<file path="config.mk">
export PLATFORM = sky130hd
export DESIGN_NAME = conv_frame_ctrl
export DESIGN_NICKNAME = d
export VERILOG_FILES = /design/src/rtl/conv_frame_ctrl.sv
export SDC_FILE = /design/constraint.sdc
export NUM_CORES = 1
export LEC_CHECK = 0
export BUFFER_PORTS_ARGS = -buffer_cell sky130_fd_sc_hd__buf_2
export CAP_MARGIN = 20
export CORE_MARGIN = 2
export CORE_UTILIZATION = 51
export CTS_CLUSTER_DIAMETER = 60
export DETAILED_ROUTE_END_ITERATION = 16
export PLACE_DENSITY = 0.8
export REMOVE_ABC_BUFFERS = 1
export SLEW_MARGIN = 40
export SYNTH_ARGS = -nofsm -noshare
export SYNTH_HDL_FRONTEND = slang
export SYNTH_SLANG_ARGS = --single-unit
</file>
<file path="constraint.sdc">
create_clock -name clk -period 2.2 [get_ports clk]
set_clock_uncertainty 0.15 [all_clocks]
set_input_delay 0.22 -clock clk [delete_from_list [all_inputs] [get_ports clk]]
set_output_delay 0.22 -clock clk [all_outputs]
set_load 0.01 [all_outputs]
</file>
<file path="src/rtl/conv_frame_ctrl.sv">
// Frame controller for a 5x5 conv2d engine: feeds one raster frame of pixels,
// counts engine results and forwards only those whose window lies fully inside the image.
module conv_frame_ctrl #(
    parameter int DATA_WIDTH = 24,
    parameter int IMG_W      = 28,
    parameter int IMG_H      = 28,
    parameter int K          = 5
) (
    input  logic                  clk,
    input  logic                  rst,
    input  logic                  start,
    input  logic [DATA_WIDTH-1:0] pix_in,
    input  logic                  pix_valid,
    output logic                  pix_ready,
    output logic [DATA_WIDTH-1:0] conv_data_in,
    output logic                  conv_valid_in,
    input  logic [DATA_WIDTH-1:0] conv_data_out,
    input  logic                  conv_valid_out,
    output logic [DATA_WIDTH-1:0] feat_out,
    output logic                  feat_valid,
    output logic                  busy,
    output logic                  done
);

    localparam int CW = $clog2(IMG_W + 1);
    localparam int RW = $clog2(IMG_H + 1);
    localparam logic [CW-1:0] COL_LAST = CW'(IMG_W - 1);
    localparam logic [RW-1:0] ROW_LAST = RW'(IMG_H - 1);
    localparam logic [CW-1:0] COL_QUAL = CW'(K - 1);
    localparam logic [RW-1:0] ROW_QUAL = RW'(K - 1);

    typedef enum logic [1:0] {IDLE, FEED, DRAIN, DONE} state_t;

    state_t        r_state;
    logic [CW-1:0] r_inCol;
    logic [RW-1:0] r_inRow;
    logic [CW-1:0] r_outCol;
    logic [RW-1:0] r_outRow;

    logic w_accept;
    logic w_result;
    logic w_lastIn;
    logic w_lastOut;
    logic w_qual;

    // Results are only meaningful while a frame is active; strays in IDLE/DONE are dropped.
    assign w_accept  = pix_valid & (r_state == FEED);
    assign w_result  = conv_valid_out & ((r_state == FEED) | (r_state == DRAIN));
    assign w_lastIn  = (r_inCol == COL_LAST) & (r_inRow == ROW_LAST);
    assign w_lastOut = (r_outCol == COL_LAST) & (r_outRow == ROW_LAST);
    assign w_qual    = (r_outCol >= COL_QUAL) & (r_outRow >= ROW_QUAL);

    // Frame sequencing and both counter sets; status outputs are registered with the state.
    always_ff @(posedge clk or negedge rst) begin
        if (!rst) begin
            r_state   <= IDLE;
            r_inCol   <= '0;
            r_inRow   <= '0;
            r_outCol  <= '0;
            r_outRow  <= '0;
            pix_ready <= 1'b0;
            busy      <= 1'b0;
            done      <= 1'b0;
        end else begin
            case (r_state)
                IDLE: begin
                    if (start) begin
                        r_state   <= FEED;
                        r_inCol   <= '0;
                        r_inRow   <= '0;
                        r_outCol  <= '0;
                        r_outRow  <= '0;
                        pix_ready <= 1'b1;
                        busy      <= 1'b1;
                    end
                end
                FEED, DRAIN: begin
                    if (w_accept) begin
                        if (r_inCol == COL_LAST) begin
                            r_inCol <= '0;
                            r_inRow <= r_inRow + RW'(1);
                        end else begin
                            r_inCol <= r_inCol + CW'(1);
                        end
                        if (w_lastIn) begin
                            r_state   <= DRAIN;
                            pix_ready <= 1'b0;
                        end
                    end
                    // Final result wins over the FEED->DRAIN move if both land together.
                    if (w_result) begin
                        if (r_outCol == COL_LAST) begin
                            r_outCol <= '0;
                            r_outRow <= r_outRow + RW'(1);
                        end else begin
                            r_outCol <= r_outCol + CW'(1);
                        end
                        if (w_lastOut) begin
                            r_state   <= DONE;
                            pix_ready <= 1'b0;
                            busy      <= 1'b0;
                            done      <= 1'b1;
                        end
                    end
                end
                DONE: begin
                    r_state <= IDLE;
                    done    <= 1'b0;
                end
                default: begin
                    r_state   <= IDLE;
                    pix_ready <= 1'b0;
                    busy      <= 1'b0;
                    done      <= 1'b0;
                end
            endcase
        end
    end

    // One-cycle registered forwarding to the engine and out to the feature map.
    always_ff @(posedge clk or negedge rst) begin
        if (!rst) begin
            conv_valid_in <= 1'b0;
            conv_data_in  <= '0;
            feat_valid    <= 1'b0;
            feat_out      <= '0;
        end else begin
            conv_valid_in <= w_accept;
            if (w_accept) begin
                conv_data_in <= pix_in;
            end
            feat_valid <= w_result & w_qual;
            if (w_result & w_qual) begin
                feat_out <= conv_data_out;
            end
        end
    end

endmodule
</file>
After elaboration in Yosys (flattened, before gate mapping)
Index checks and enable logic that the tools add are counted.
Cells by class
  magnitude comparators: 2
  multiplexer cells: 31
  eq/ne operators: 13
  shift operators: 0
  reductions and logical operators: 11
  bitwise logic cells: 7
  divide/modulo/power cells: 0
  $mul: 0
  $add $sub $neg: 4
Operators by type and width (count)
  $mux 5: 9
  $pmux 5 s2: 4
  $add 5x1->5 const B: 4
  $eq 5x5->1 const B: 4
  $ne 2x2->1 const B: 6
  $reduce_and 4->1: 3
  $ge 5x3->1 const B: 2
  $mux 2: 5
  $mux 1: 9
  $reduce_and 3->1: 3
  $and 1x1->1: 6
  $pmux 1 s2: 3
  $pmux 2 s3: 1
  $eq 2x2->1 const B: 2
  $reduce_bool 2->1: 2
  $eq 2x1->1 const B: 1
  $logic_not 2->1: 1
  $reduce_and 2->1: 1
  $reduce_or 2->1: 1
  $or 1x1->1: 1
Storage, ports and cells
  register bits: 75
  output and inout bits: 53
  bits in latches: 0
  memories: 0
  input port bits: 53
  memory bits (read-only): 0
  bits in writable memories: 0

Logic depth before layout (Yosys ltp)
Gate-level depths: netlist of run 1.
  depth after elaboration: 7
  gate-level depth with buffers: 7

Worst setup path before layout of run 1
No wires, ideal clock.
  path kind: register to register
  from: register r_state[0]
  to: register r_inRow[3]
  path buffers: 1
  library setup time: 0.127 ns
  setup slack: 0.276 ns
  cell stages (with the launch flop): 7
  arrival time: 1.647 ns
  path through: dfrtp_1 > inv_1 > ha_1 > buf_2 > a211oi_4 > nand4_1 > mux2_1
Between the ends
  longest elaborated chain between the ends: 4
Ends and longest elaborated chain
  from (decl): RTL line 34  | state_t r_state;
  from (signal assigned): RTL line 56  | r_state <= IDLE;
  from (signal assigned): RTL line 68  | r_state <= FEED;
  from (signal assigned): RTL line 86  | r_state <= DRAIN;
  $eq 2x1->1 / $eq 2x2->1 (equally long branches): RTL line 47, 65
  $reduce_or 2->1 / $and 1x1->1 (equally long branches): RTL line 65, 47
  $ne 2x2->1 (no source line) / $reduce_bool 2->1 (equally long branches)
  $reduce_and 4->1 (no source line)
  to (signal assigned): RTL line 81  | r_inRow <= r_inRow + RW'(1);
  to (decl): RTL line 36  | logic [RW-1:0] r_inRow;
Several ways; a longest one is shown, not always the timed one.
A chain may end at the register's enable or synchronous reset.

Worst setup path after layout of run 1
  from: register r_state[1]
  to: register r_inRow[3]
The elaborated chain is that of the path after synthesis.

==> results of run 1 <==
[how the worst max path moves through the flow]
stage	start	endpoint	slack, ns	cells after the start
after floorplan	r_state[0]$_DFFE_PN0P_	feat_out[15]$_DFFE_PN0P_	-0.47	5
after global placement	r_state[0]$_DFFE_PN0P_	r_inCol[2]$_DFFE_PN0P_	0.14	7
after detailed placement	r_state[0]$_DFFE_PN0P_	r_outCol[2]$_DFFE_PN0P_	0.05	7
after CTS	r_state[1]$_DFFE_PN0P_	r_outCol[2]$_DFFE_PN0P_	0.02	7
after global routing	r_state[1]$_DFFE_PN0P_	r_outCol[2]$_DFFE_PN0P_	0.02	7
final	r_state[1]$_DFFE_PN0P_	r_inRow[3]$_DFFE_PN0P_	0.11	6
[per-layer routing]
metal | wire [um] | global-route usage [%] | vias to the layer above | part of all wire (%)
met5 | 0 | 0 | - | 0
met4 | 144 | 9.09 | 0 | 1.9
met2 | 4180 | 42.6 | 94 | 54
li1 | - | - | 1282 | -
met1 | 2990 | 25.4 | 1331 | 39
met3 | 427 | 4.28 | 12 | 5.5
[flip-flops by register name, summed over array words and instances (netlist names), 2 cells and up]
| signal | cells |
|---|---|
| r_inRow | 5 |
| r_outCol | 5 |
| r_state | 2 |
| r_inCol | 5 |
| r_outRow | 5 |
| conv_data_in | 24 |
| feat_out | 24 |
[power groups by stage]
| stage | Sequential, W | Combinational [W] | Clock (W) |
|---|---|---|---|
| 2_1_floorplan | 0.00192 | 0.000470 | 0 |
| 3_3_place_gp | 0.00186 | 0.000865 | 0 |
| 3_5_place_dp | 0.00188 | 0.000905 | 0 |
| 4_1_cts | 0.00186 | 0.000978 | 0.00121 |
| 5_1_grt | 0.00191 | 0.00108 | 0.00127 |
| 6_report | 0.00187 | 0.000973 | 0.00118 |
[repair_timing]
action,CTS,global route
hold endpoints to repair,88,0
hold buffers,49,0
gates resized for setup,0,2
endpoints found under the setup margin,0,8
[synth_stat cells, drive strengths merged, types with 5 or more instances]
cell type,n
nand2,15
nor3,5
o21ai,14
ha,9
inv,11
nor2,13
a21oi,7
dfrtp,75
mux2,52
buf,8
nand3,11
[logic make-up after synthesis]
logic type,share of synthesized area (%)
AOI/OAI and AO/OA,8.60
xor gates and xnor gates,0.263
adders and majority gates,3.38
buffers and inverters,2.82
DFF,56.3
muxes,18.9
and+or+nand+nor,9.69
[metrics by stage]
stage	total power (W)	area [um^2]	hold WS [ns]	setup slack [ns]	setup TNS [ns]
5_1_grt	0.00425	4740	0.177	0.0167	0
6_report	0.00402	4740	0.183	0.112	0
3_3_place_gp	0.00273	4020	0.0830	0.144	0
3_5_place_dp	0.00279	4020	0.0847	0.0504	0
2_1_floorplan	0.00239	3280	-0.226	-0.475	-12.75
4_1_cts	0.00404	4730	0.165	0.0214	0
[worst reg2reg max path: cells and delay by family, from the launching register on]
family                     cells  cell delay (ns)
AOI/OAI and AO/OA              1             0.30
muxes                          2             0.48
and+or+nand+nor                1             0.15
buffers and inverters          1             0.08
DFF                            1             0.39
adders and majority gates      1             0.42
[final cells by class]
type,count,area share (%)
clock buffers,11,3.20
clock inverters,5,1.58
inverters,11,0.871
multi-input cells,168,28.8
flip-flops and latches,75,39.6
well taps,77,2.03
repair buffers,166,23.9
==> implementation parameters, run 1 <==
Parameter                              Value

Clock tree
  Skew-Pair Late Insertion Delay    0.34 ns
  TritonCTS clock tree    yes
  Clock root buffer    sky130_fd_sc_hd__clkbuf_8
  Num Clock Sinks    75
  Number of buffers inserted during clock tree synthesis    9
  Clock slew at the register clock pins of the worst setup and hold paths    0.07 ns
  Setup fix buffers added after clock tree synthesis    0
  H-tree depth reported by CTS    3
  Worst-case clock buffer depth    2

Yosys
  Mean post-synth cell area    12.6 um^2
  Async set or reset register ratio after synthesis    100%
  Portion of the post-synthesis area used by sequential elements    56.3%
  Gate count after technology mapping    264
  Flip-flop and latch count after synthesis    75
  Count of warnings emitted by yosys    0
  Most instantiated flip-flop cell in the synthesis netlist    sky130_fd_sc_hd__dfrtp_1
  Fraction of synthesized cell area taken by the top area cell type    56.3%
  Unique cell type count in the Yosys netlist    43
  Cell taking the most area after synthesis    sky130_fd_sc_hd__dfrtp_1
  Number of enable flip-flop cells after synthesis    0
  Synth area leaders    sky130_fd_sc_hd__dfrtp_1 (56%), sky130_fd_sc_hd__mux2_2 (11%), sky130_fd_sc_hd__mux2_1 (6.8%), sky130_fd_sc_hd__ha_1 (3.4%), sky130_fd_sc_hd__nand2_1 (1.7%)
  Netlist area before placement    3330 um^2

Global route
  Wire length of the first global-routing pass    12800 um
  Maximum number of pins on one net before global-route repair    42
  Initial antenna violation count    0
  GR Overflow Total    0
  Vias in the first global route    2904
  All-Layer GR Usage    22.8%

Timing
  Setup violation total in the final timing report    0
  RSZ-0062 raised after global routing    false
  Final Critical Period    2.09 ns
  Hold Fails Final Rpt    0
  Final Slew Violations    0
  Final cycle utilization of the critical path    94.9%
  Peak Freq    479 MHz
  Worst slew margin    65.2%
  Slew at the pin closest to its max-slew limit    0.523 ns

Setup path
  Critical-path cell list    inv_1 -> ha_2 -> mux2i_2 -> a211oi_4 -> nand4_1 -> mux2_1
  Crit path kind    reg2reg
  Count of cells along the worst register-to-register path    6
  Worst EP arrival    2.16 ns
  Crit path capture type    flip-flop
  Register-to-register path setup slack    0.11 ns
  CP Max Fanout    8
  Crit path buffers/inverters    1
  Largest stage delay on the critical path    0.42 ns
  Slowest cell on crit path    sky130_fd_sc_hd__ha_2
  Required time reported for the critical path endpoint    2.27 ns
  Startpoint type of the worst setup path    flip-flop
  Largest delay share family, worst path    multiplexers
  Source of the worst register-to-register timing path    r_state[1]$_DFFE_PN0P_
  Crit Reg-Reg Endpoint    r_inRow[3]$_DFFE_PN0P_

Power and ir drop
  Maximum resistive drop on vdd    0.544 mV
  Cell Int Power    0.00285 W
  Static Leakage    2.35 nW
  Part of the total power dissipated in combinational logic    24.2%
  Switch share    29.1%
  Total power density per cell area    849 nW/um^2
  Sequential share of power    46.4%
  Relative contribution of the clock network to total power    29.4%
  Net Sw Power    0.00117 W

Floorplanning
  Initial Util    52.5%
  Die Y    84.8 um
  Total Die Area    7190 um^2
  Area of the core region    6350 um^2
  Number of placement rows    29
  Number of primary I/O pins    106
  Die Wd    84.8 um

Final layout
  Most frequent standard cell in the layout excluding fill and tap cells    sky130_fd_sc_hd__buf_2
  Area used by sequential logic in the layout    1880 um^2
  Share of layout cells above drive strength 1    39.9%
  Antenna Diode Count    0
  Most frequent cells in the layout    sky130_fd_sc_hd__buf_2 (104), sky130_fd_sc_hd__dfrtp_1 (75), sky130_fd_sc_hd__dlygate4sd3_1 (49)
  Post-Route Utilization    74.6%
  Area grow syn2layout    42.3%
  Total area of multi-input combinational cells    1360 um^2
  Number of non-filler instances in the completed layout    513
  Final Net Count    493
  Filler cell count in the final layout    423

Hold path
  Terminating pin of the worst hold path    r_state[1]$_DFFE_PN0P_
  Depth of the worst hold-timing path    3
  Startpoint of the worst hold path    start
  Min-delay worst type    in2reg

Routing
  Via count normalized by instance count    5.30
  DRC violations left    0
  Starting DRT DRC Count    106
  Post-detailed-route wirelength per cell    15.1 um
  Number of iterations in the first detailed-routing pass    4
  Post-route antenna net violation count    0
  Aggregate routed wire length    7740 um
  Via count of the routed design    2719

Placed design
  Placed wire-length estimate    5140 um
  Final weighted congestion of routability-driven global placement    0.804
  Port Buffers    105
  Number of placed cells counting well taps    448

Flow run
  Maxcap violations    0

Outcome
  Result of the run    completed
Note: power is estimated with default switching activity, not from simulation.
==> run 2, diff against run 1 <==
--- a/config.mk
+++ b/config.mk
@@ -11,8 +11,11 @@
 export CORE_UTILIZATION = 51
 export CTS_CLUSTER_DIAMETER = 60
 export DETAILED_ROUTE_END_ITERATION = 16
+export GPL_ROUTABILITY_DRIVEN = 0
+export MAX_ROUTING_LAYER = met4
 export PLACE_DENSITY = 0.8
 export REMOVE_ABC_BUFFERS = 1
+export SETUP_SLACK_MARGIN = 0.15
 export SLEW_MARGIN = 40
 export SYNTH_ARGS = -nofsm -noshare
 export SYNTH_HDL_FRONTEND = slang
==> implementation parameters, run 2 (synthesis results as in run 1) <==
Parameter                              Value

Routing
  DRC violations left    0 (unchanged)
  Aggregate routed wire length    7850 um (+1.4%)
  Via count of the routed design    2717 (-0.074%)
  Post-route antenna net violation count    0 (unchanged)
  Met3 wirelength from detailed routing    405 um (-5.2%)
  Number of iterations in the first detailed-routing pass    4 (unchanged)
  Met2 wire length    4200 um (+0.43%)
  Max layer used    met4
  Post-detailed-route wirelength per cell    15.3 um (+1.2%)
  Via count normalized by instance count    5.29 (-0.27%)
  Starting DRT DRC Count    140 (+32%)
  Metal-1 WL    3090 um (+3.4%)

Final layout
  Area grow syn2layout    43.0%
  Most frequent standard cell in the layout excluding fill and tap cells    sky130_fd_sc_hd__buf_2
  Share of layout cells above drive strength 1    41.0% (+1.1 points)
  Most frequent cells in the layout    sky130_fd_sc_hd__buf_2 (104), sky130_fd_sc_hd__dfrtp_1 (75), sky130_fd_sc_hd__dlygate4sd3_1 (49)
  Area used by sequential logic in the layout    1880 um^2 (unchanged)
  Largest registers    conv_data_in (24), feat_out (24)
  Final std cell area, no fill    4760 um^2 (+0.50%)
  Filler cell count in the final layout    415 (-1.9%)
  Total area of multi-input combinational cells    1380 um^2 (+1.2%)
  Final Net Count    494 (+0.20%)
  Antenna Diode Count    0 (unchanged)

Floorplanning
  Die Wd    84.8 um (unchanged)
  Die Y    84.8 um (unchanged)
  Initial Util    52.5% (unchanged)
  Area of the core region    6350 um^2 (unchanged)
  Number of primary I/O pins    106 (unchanged)
  Total Die Area    7190 um^2 (unchanged)
  Number of placement rows    29 (unchanged)

Timing
  Peak Freq    507 MHz (+5.8%)
  Setup violation total in the final timing report    0 (unchanged)
  Slew at the pin closest to its max-slew limit    0.528 ns (+0.00487 ns)
  Worst path setup slack after routing    0.227 ns (+0.115 ns)
  RSZ-0062 raised after global routing    false
  Worst slew margin    64.8% (-0.32 points)
  Final Critical Period    1.97 ns (-0.115 ns)
  Final cycle utilization of the critical path    89.7% (-5.2 points)
  Final Slew Violations    0 (unchanged)
  Hold Fails Final Rpt    0 (unchanged)

Setup path
  Slowest cell on crit path    sky130_fd_sc_hd__dfrtp_1
  Top cell by count, worst path    sky130_fd_sc_hd__buf_4
  Worst setup path startpoint    r_state[0]$_DFFE_PN0P_
  Required time reported for the critical path endpoint    2.28 ns (about the same)
  Worst EP arrival    2.06 ns (-0.10 ns)
  Startpoint type of the worst setup path    flip-flop
  Largest stage delay on the critical path    0.40 ns (-0.02 ns)
  Register-to-register path setup slack    0.23 ns (+0.12 ns)
  Count of cells along the worst register-to-register path    8 (+2)
  Source of the worst register-to-register timing path    r_state[0]$_DFFE_PN0P_
  Critical-path cell list    inv_2 -> ha_4 -> buf_4 -> mux2_2 -> buf_4 -> nand3_1 -> o22ai_1 -> a22o_1
  CP Max Fanout    8 (unchanged)
  Endpoint of the worst setup timing path    r_outCol[0]$_DFFE_PN0P_
  Crit path capture type    flip-flop
  Crit Reg-Reg Endpoint    r_outCol[0]$_DFFE_PN0P_
  Crit path kind    reg2reg

Clock tree
  H-tree depth reported by CTS    3 (unchanged)
  Num Clock Sinks    75 (unchanged)
  Clock slew at the register clock pins of the worst setup and hold paths    0.08 ns (about the same)
  Worst-case clock buffer depth    2 (unchanged)
  TritonCTS clock tree    yes
  Number of buffers inserted during clock tree synthesis    9 (unchanged)
  Clock root buffer    sky130_fd_sc_hd__clkbuf_8
  Skew-Pair Late Insertion Delay    0.34 ns (about the same)

Hold path
  Min-delay worst type    in2reg
  Startpoint of the worst hold path    start

Flow run
  Maxcap violations    0 (unchanged)

Placed design
  Placement Setup Slack    0.0504 ns (unchanged)
  Placed wire-length estimate    5140 um (unchanged)
  Port Buffers    105 (unchanged)
  Post-DP Area    4020 um^2 (unchanged)

Outcome
  Result of the run    completed

Power and ir drop
  Static Leakage    2.36 nW (+0.38%)
  Total power consumption of the routed design    0.00403 W (+0.18%)
  Maximum resistive drop on vdd    0.541 mV (-0.61%)
  Total power density per cell area    846 nW/um^2 (-0.32%)

Global route
  All-Layer GR Usage    23.6% (+0.81 points)
  Initial antenna violation count    0 (unchanged)
  Maximum number of pins on one net before global-route repair    42 (unchanged)
  Vias in the first global route    2912 (+0.28%)
  GR Overflow Total    0 (unchanged)
  Wire length of the first global-routing pass    12900 um (+0.48%)
[run 2: worst min-delay path by stage]
stage | endpoint | cells past startpoint | slack (ns)
floorplan | busy$_DFFE_PN0P_ | 0 | -0.23
global placement | r_inRow[4]$_DFFE_PN0P_ | 1 | 0.08
detailed placement | pix_ready$_DFFE_PN0P_ | 1 | 0.08
CTS | r_outCol[1]$_DFFE_PN0P_ | 4 | 0.16
global route | r_state[1]$_DFFE_PN0P_ | 3 | 0.18
finish | r_state[1]$_DFFE_PN0P_ | 3 | 0.18
[run 2: worst max-delay path: cells and delay by family (launching register included)]
family                   cells  cell delay [ns]
adder cells (fa/ha/maj)      1             0.28
flip-flops                   1             0.40
buffers and inverters        3             0.40
AND/OR/NAND/NOR              1             0.08
multiplexers                 1             0.30
AO/OA/AOI/OAI                2             0.26
[run 2: final cells by class]
cell class | instances | area share (%)
Inverter | 11 | 0.867
Sequential cell | 75 | 39.4
Clock buffer | 11 | 3.18
Tap cell | 77 | 2.02
Clock inverter | 5 | 1.58
Multi-Input combinational cell | 168 | 29.0
Timing Repair Buffer | 167 | 24.0
[run 2: power by group]
part           internal, W  switching [W]
sequential         0.00164       0.000225
clock             0.000695       0.000493
combinational     0.000513       0.000461
total              0.00285        0.00118
[run 2: per-layer routing]
metal | global-route usage (%) | vias to the layer above
li1 | - | 1277
met1 | 25.7 | 1337
met2 | 42.7 | 88
met3 | 4.18 | 15
met4 | 9.09 | 0
met5 | - | -
[run 2: timing repair]
action,4_1_cts,5_1_grt
gates resized for setup,5,2
hold buffers,49,0
endpoints found under the setup margin,39,6
endpoints found under the hold margin,88,0
buffers inserted,1,0
[run 2: stage by stage]
stage	util (%)	hold slack [ns]	TNS, ns	cells
floorplan	-	-0.226	-12.75	254
global placement	63.3	0.0830	0	448
detailed placement	63.3	0.0847	0	448
CTS	75.0	0.165	0	514
global route	75.0	0.177	0	514
finish	75.0	0.178	0	514
